==> src/rtl/uart_arb_pkg.sv <==
// Shared types for the UART register-write arbiter: FSM states, requester ids,
// register select encodings and a small requester helper.
package uart_arb_pkg;

  typedef enum logic [1:0] {
    IDLE    = 2'd0,
    WRITE   = 2'd1,
    RELEASE = 2'd2
  } arb_state_t;

  typedef enum logic {
    REQ_CPU = 1'b0,
    REQ_RX  = 1'b1
  } req_id_t;

  localparam logic REG_CTRL = 1'b0;
  localparam logic REG_DATA = 1'b1;

  // The requester that is not the given one.
  function automatic req_id_t other_id(input req_id_t id);
    return (id == REQ_CPU) ? REQ_RX : REQ_CPU;
  endfunction

endpackage

==> src/rtl/uart_rr_arb2.sv <==
// Two-way round-robin picker. Purely combinational; the caller keeps the
// last_grant register. On a tie the requester that did not win last time wins.
module uart_rr_arb2
  import uart_arb_pkg::*;
(
  input  logic    cpu_req_i,
  input  logic    rx_req_i,
  input  req_id_t last_grant_i,
  output logic    valid_o,
  output req_id_t winner_o
);

  // Pick a winner among the active requests.
  always_comb begin
    valid_o  = cpu_req_i | rx_req_i;
    winner_o = REQ_CPU;
    if (cpu_req_i && rx_req_i) begin
      winner_o = other_id(last_grant_i);
    end else if (rx_req_i) begin
      winner_o = REQ_RX;
    end else begin
      winner_o = REQ_CPU;
    end
  end

endmodule

==> src/rtl/uart_reg_wr_arbiter.sv <==
// UART register-write arbiter: serialises CPU and RX writes onto one registered
// write strobe with 4-phase req/ack handshakes and round-robin tie breaking.
// Optional feature: define UART_ARB_CONFLICT_CNT_EN to add a saturating count
// of IDLE cycles in which both requesters were asking (conflict_cnt_o).
module uart_reg_wr_arbiter
  import uart_arb_pkg::*;
#(
  parameter int DATA_W = 8
`ifdef UART_ARB_CONFLICT_CNT_EN
  ,
  parameter int CNT_W  = 16
`endif
) (
  input  logic              clk_i,
  input  logic              rst_n_i,
  input  logic              cpu_req_i,
  input  logic              cpu_sel_i,
  input  logic [DATA_W-1:0] cpu_data_i,
  output logic              cpu_ack_o,
  input  logic              rx_req_i,
  input  logic              rx_sel_i,
  input  logic [DATA_W-1:0] rx_data_i,
  output logic              rx_ack_o,
  output logic              wr_en_o,
  output logic              wr_sel_o,
  output logic [DATA_W-1:0] wr_data_o,
  output logic              busy_o
`ifdef UART_ARB_CONFLICT_CNT_EN
  ,
  output logic [CNT_W-1:0]  conflict_cnt_o
`endif
);

  arb_state_t        state_q, state_d;
  req_id_t           last_grant_q, last_grant_d;
  req_id_t           win_q, win_d;
  logic              sel_q, sel_d;
  logic [DATA_W-1:0] data_q, data_d;
  logic              wr_en_q, wr_en_d;
  logic              cpu_ack_q, cpu_ack_d;
  logic              rx_ack_q, rx_ack_d;
  logic              busy_q, busy_d;

  logic              arb_valid_s;
  req_id_t           arb_winner_s;
  logic              winner_req_s;

  uart_rr_arb2 u_rr_arb2 (
    .cpu_req_i    (cpu_req_i),
    .rx_req_i     (rx_req_i),
    .last_grant_i (last_grant_q),
    .valid_o      (arb_valid_s),
    .winner_o     (arb_winner_s)
  );

  // Next state, grant capture and registered-output next values.
  always_comb begin
    state_d      = state_q;
    last_grant_d = last_grant_q;
    win_d        = win_q;
    sel_d        = sel_q;
    data_d       = data_q;
    winner_req_s = (win_q == REQ_CPU) ? cpu_req_i : rx_req_i;

    case (state_q)
      IDLE: begin
        if (arb_valid_s) begin
          state_d      = WRITE;
          win_d        = arb_winner_s;
          last_grant_d = arb_winner_s;
          if (arb_winner_s == REQ_CPU) begin
            sel_d  = cpu_sel_i;
            data_d = cpu_data_i;
          end else begin
            sel_d  = rx_sel_i;
            data_d = rx_data_i;
          end
        end else begin
          state_d = IDLE;
        end
      end
      WRITE: begin
        state_d = RELEASE;
      end
      RELEASE: begin
        if (!winner_req_s) begin
          state_d = IDLE;
        end else begin
          state_d = RELEASE;
        end
      end
      default: begin
        state_d = IDLE;
      end
    endcase

    // Outputs are registered from the next state so the strobe and ack
    // appear in the cycle right after the grant edge.
    wr_en_d   = (state_d == WRITE);
    cpu_ack_d = wr_en_d && (win_d == REQ_CPU);
    rx_ack_d  = wr_en_d && (win_d == REQ_RX);
    busy_d    = (state_d != IDLE);
  end

  // State, grant and output registers; reset discards any in-flight write.
  always_ff @(posedge clk_i or negedge rst_n_i) begin
    if (!rst_n_i) begin
      state_q      <= IDLE;
      last_grant_q <= REQ_RX;
      win_q        <= REQ_CPU;
      sel_q        <= REG_CTRL;
      data_q       <= {DATA_W{1'b0}};
      wr_en_q      <= 1'b0;
      cpu_ack_q    <= 1'b0;
      rx_ack_q     <= 1'b0;
      busy_q       <= 1'b0;
    end else begin
      state_q      <= state_d;
      last_grant_q <= last_grant_d;
      win_q        <= win_d;
      sel_q        <= sel_d;
      data_q       <= data_d;
      wr_en_q      <= wr_en_d;
      cpu_ack_q    <= cpu_ack_d;
      rx_ack_q     <= rx_ack_d;
      busy_q       <= busy_d;
    end
  end

  assign wr_en_o   = wr_en_q;
  assign cpu_ack_o = cpu_ack_q;
  assign rx_ack_o  = rx_ack_q;
  assign wr_sel_o  = sel_q;
  assign wr_data_o = data_q;
  assign busy_o    = busy_q;

`ifdef UART_ARB_CONFLICT_CNT_EN
  logic [CNT_W-1:0] cnt_q, cnt_d;

  // Saturating count of IDLE cycles with both requests asserted.
  always_comb begin
    cnt_d = cnt_q;
    if ((state_q == IDLE) && cpu_req_i && rx_req_i && (cnt_q != {CNT_W{1'b1}})) begin
      cnt_d = cnt_q + {{(CNT_W-1){1'b0}}, 1'b1};
    end else begin
      cnt_d = cnt_q;
    end
  end

  // Conflict counter register, cleared only by reset.
  always_ff @(posedge clk_i or negedge rst_n_i) begin
    if (!rst_n_i) begin
      cnt_q <= {CNT_W{1'b0}};
    end else begin
      cnt_q <= cnt_d;
    end
  end

  assign conflict_cnt_o = cnt_q;
`endif

endmodule
==> config.mk <==
export PLATFORM = sky130hd
export DESIGN_NAME = uart_reg_wr_arbiter
export DESIGN_NICKNAME = d
export VERILOG_FILES = /design/src/rtl/uart_arb_pkg.sv /design/src/rtl/uart_rr_arb2.sv /design/src/rtl/uart_reg_wr_arbiter.sv
export SDC_FILE = /design/constraint.sdc
export NUM_CORES = 1
export LEC_CHECK = 0
export ABC_AREA = 1
export BUFFER_PORTS_ARGS = -buffer_cell sky130_fd_sc_hd__buf_4
export CORE_MARGIN = 3
export CORE_UTILIZATION = 44
export CTS_CLUSTER_DIAMETER = 50
export DETAILED_ROUTE_END_ITERATION = 8
export PLACE_DENSITY = 0.76
export SYNTH_ARGS = -nofsm -noshare
export SYNTH_HDL_FRONTEND = slang
export SYNTH_SLANG_ARGS = --single-unit
==> constraint.sdc <==
create_clock -name clk_i -period 1.4 [get_ports clk_i]
set_clock_uncertainty 0.2 [all_clocks]
set_input_delay 0.28 -clock clk_i [delete_from_list [all_inputs] [get_ports clk_i]]
set_output_delay 0.28 -clock clk_i [all_outputs]
set_load 0.005 [all_outputs]
==> flow_metrics.tcl <==
set metrics [dict create \
    cap_violations 0 \
    worstPathMaxFanout 2 \
    netlist_area_sq_um 768 \
    cpMaxStageDelayCell "dfrtp_1" \
    hp-class "in -> reg" \
    hold_start "cpu_data_i[4]" \
    maxSlewHeadroom_pct 84.1 \
    n_antenna_cell 0 \
    status "finished, final reports clean" \
    cts_buffers 3 \
    core_sq_um 1580 \
    routed_wirelength_mm 1.80 \
    endpoint_kind "primary output" \
    setup-violations-final 0 \
    setup_ws_ns 0.0963 \
    synth_top_area_cell "dfrtp_1" \
    syn_to_final_growth_pct 42.3 \
    ff2ff_path_depth 6 \
    hold_viol_final 0 \
    grt_max_degree 18 \
    fp.dieArea_sq_um 2280 \
    drtIter0Drc 8 \
    post-route-period-util_pct 93.1 \
    tns_ns 0 \
    antenna_found_initial 0 \
    finish.net_count 159 \
    avgSynthCellArea_sq_um 8.00 \
    fmaxAchievable_mhz 767 \
    fin_crit_ns 1.30 \
    path_buf_inv 1 \
    hpwl_mm 1.38 \
    worstSetupPathType "reg -> out" \
    drive_above_1_share_pct 34.6 \
    clock-sinks 17 \
    yosys_register_bits 17 \
    grt_util_all_layers_pct 17.2 \
    drc 0 \
    htree_levels 1 \
    yosysWarnings 0 \
    worstReg2RegStart "last_grant_q$_DFFE_PN1P_" \
    cts_post_setup_buffers_inserted 0 \
    cp_data_arrival_time_ns 0.82 \
    clk_pin_slew_worst_paths_ns 0.09 \
    final_cell_mix "nand2_1 (53), buf_4 (38), dfrtp_1 (16)" \
    grt_overflow 0 \
    finalMaxSlewViolations 0 \
    synth_top_cell_area_share_pct 52.1 \
    cts_tree "built" \
    crit_chain "buf_4" \
    p_leak_nw 0.639 \
    ioPinCount 35 \
    n_fill_cell 135 \
    max_stage_delay_ns 0.40 \
    synth_cell_type_count 15 \
    ant_nets 0 \
    tightest_slew_ns 0.238 \
    synthCells 96 \
    detail_route.wl_per_cell_microns 11.8 \
    fin_hold_ws_ns 0.0783 \
    core.rowCount 14 \
    start_util_pct 48.7 \
    vias 728 \
    clk_latency_ns 0.28 \
    gp_congestion 0.676 \
    die_h_microns 47.8 \
    rsz0062_at_grt "false" \
    grt_first_pass_wirelength_mm 2.83 \
    cts_buffer_depth 2 \
    layout_commonest_cell "nand2_1" \
    cellPowerDensity_nw_per_um2 1800 \
    worst-path-stages 1 \
    ir_worst_vdd_v 0.00105 \
    worst_ep_required_time_ns 0.92 \
    crit_path_start_kind "register" \
    viasPerCell 4.79 \
    dp_slack_ns 0.0949 \
    yosysSeqAreaShare_pct 55.5 \
    syn_nets 118 \
    synth_area_leaders "dfrtp_1 (52%), nand2_1 (26%), nand3_1 (6.5%)" \
    numPortBuffers 34 \
    dr.pass1.iters 5 \
    die_w_microns 47.8 \
    cp_top_family "flip-flops" \
    min_path_cells 5 \
    root_buffer "clkbuf_4" \
    grt_pass1_vias 695 \
    timing.critical_path.from "wr_data_o[2]$_DFFE_PN0P_" \
]
==> tightest hold or removal path: stages <==
cell and delay [ns]:
buf_4 0.08, nand2_1 0.04, nand2_1 0.05, nand2_1 0.04
nand2_1 0.04
==> layer usage <==
metal	vias up	global-route usage [%]	wire length, microns
li1	378	-	-
met1	324	21.4	760
met2	24	30.1	931
met3	2	2.26	95
met4	0	6.45	8
met5	-	0	0
==> through the flow <==
step	instances	power [mW]	util, %	instance area, sq um
after detailed placement	147	1.73	66.6	1050
after global placement	147	1.71	66.6	1050
final	152	1.97	69.4	1090
after global routing	152	2.14	69.4	1090
after CTS	152	1.99	68.9	1090
after floorplan	96	1.29	-	768
==> cell families (layout without fill, tap and decap cells) <==
| kind of cell | count (synthesis) | in the layout | synth area share (%) |
|---|---|---|---|
| flops | 17 | 17 | 55.5 |
| buf+inv | 8 | 48 | 5.54 |
| compound gates | 3 | 3 | 3.42 |
| simple gates | 68 | 68 | 35.5 |
==> cell usage after synthesis <==
master    n
a21oi_1   1
dfrtp_1  16
nand2_2   1
buf_2     1
buf_6     1
dfstp_2   1
inv_2     1
o21ai_0   1
nand3_1  10
o21ai_4   1
buf_4     1
inv_1     4
nand2_1  54
nor2_1    2
nor2_2    1
==> where the power goes <==
part           total, mW  switching (mW)  internal (mW)
logic              0.883           0.438          0.445
registers          0.837           0.114          0.724
clock network      0.252           0.142          0.110
total               1.97           0.693           1.28
==> path summary, 6_finish.rpt <==
| kind | end | slack [ns] |
|---|---|---|
| setup / recovery | wr_data_o[2] | 0.1 |
| hold / removal | wr_data_o[4]$_DFFE_PN0P_ | 0.08 |
| setup reg to reg | wr_data_o[0]$_DFFE_PN0P_ | 0.11 |
| hold reg to reg | last_grant_q$_DFFE_PN1P_ | 0.28 |
| max in group asynchronous | last_grant_q$_DFFE_PN1P_ | 0.56 |
| min in group asynchronous | wr_data_o[3]$_DFFE_PN0P_ | 0.19 |
==> repair_timing <==
| action | 4_1_cts | 5_1_grt |
|---|---|---|
| endpoints found under the hold margin | 17 | 0 |
| gates resized for setup | 0 | 2 |
| endpoints found under the setup margin | 0 | 10 |
| hold buffers | 1 | 0 |
==> state kept, by name (all words and copies together) (netlist names) <==
signal	cells
state_q	2
cpu_ack_o	1
wr_sel_o	1
last_grant_q	1
busy_o	1
wr_en_o	1
win_q	1
rx_ack_o	1
wr_data_o	8
==> layout make-up <==
cell class	instances	area [sq um]	share of cell area, %
sequential	17	427	39.0
multi-input combinational	71	307	28.0
timing repair buffer	39	295	27.0
clock buffer	4	26.3	2.40
tap	16	20.0	1.83
inverter	5	18.8	1.72
Note: power is estimated with default switching activity, not from simulation.
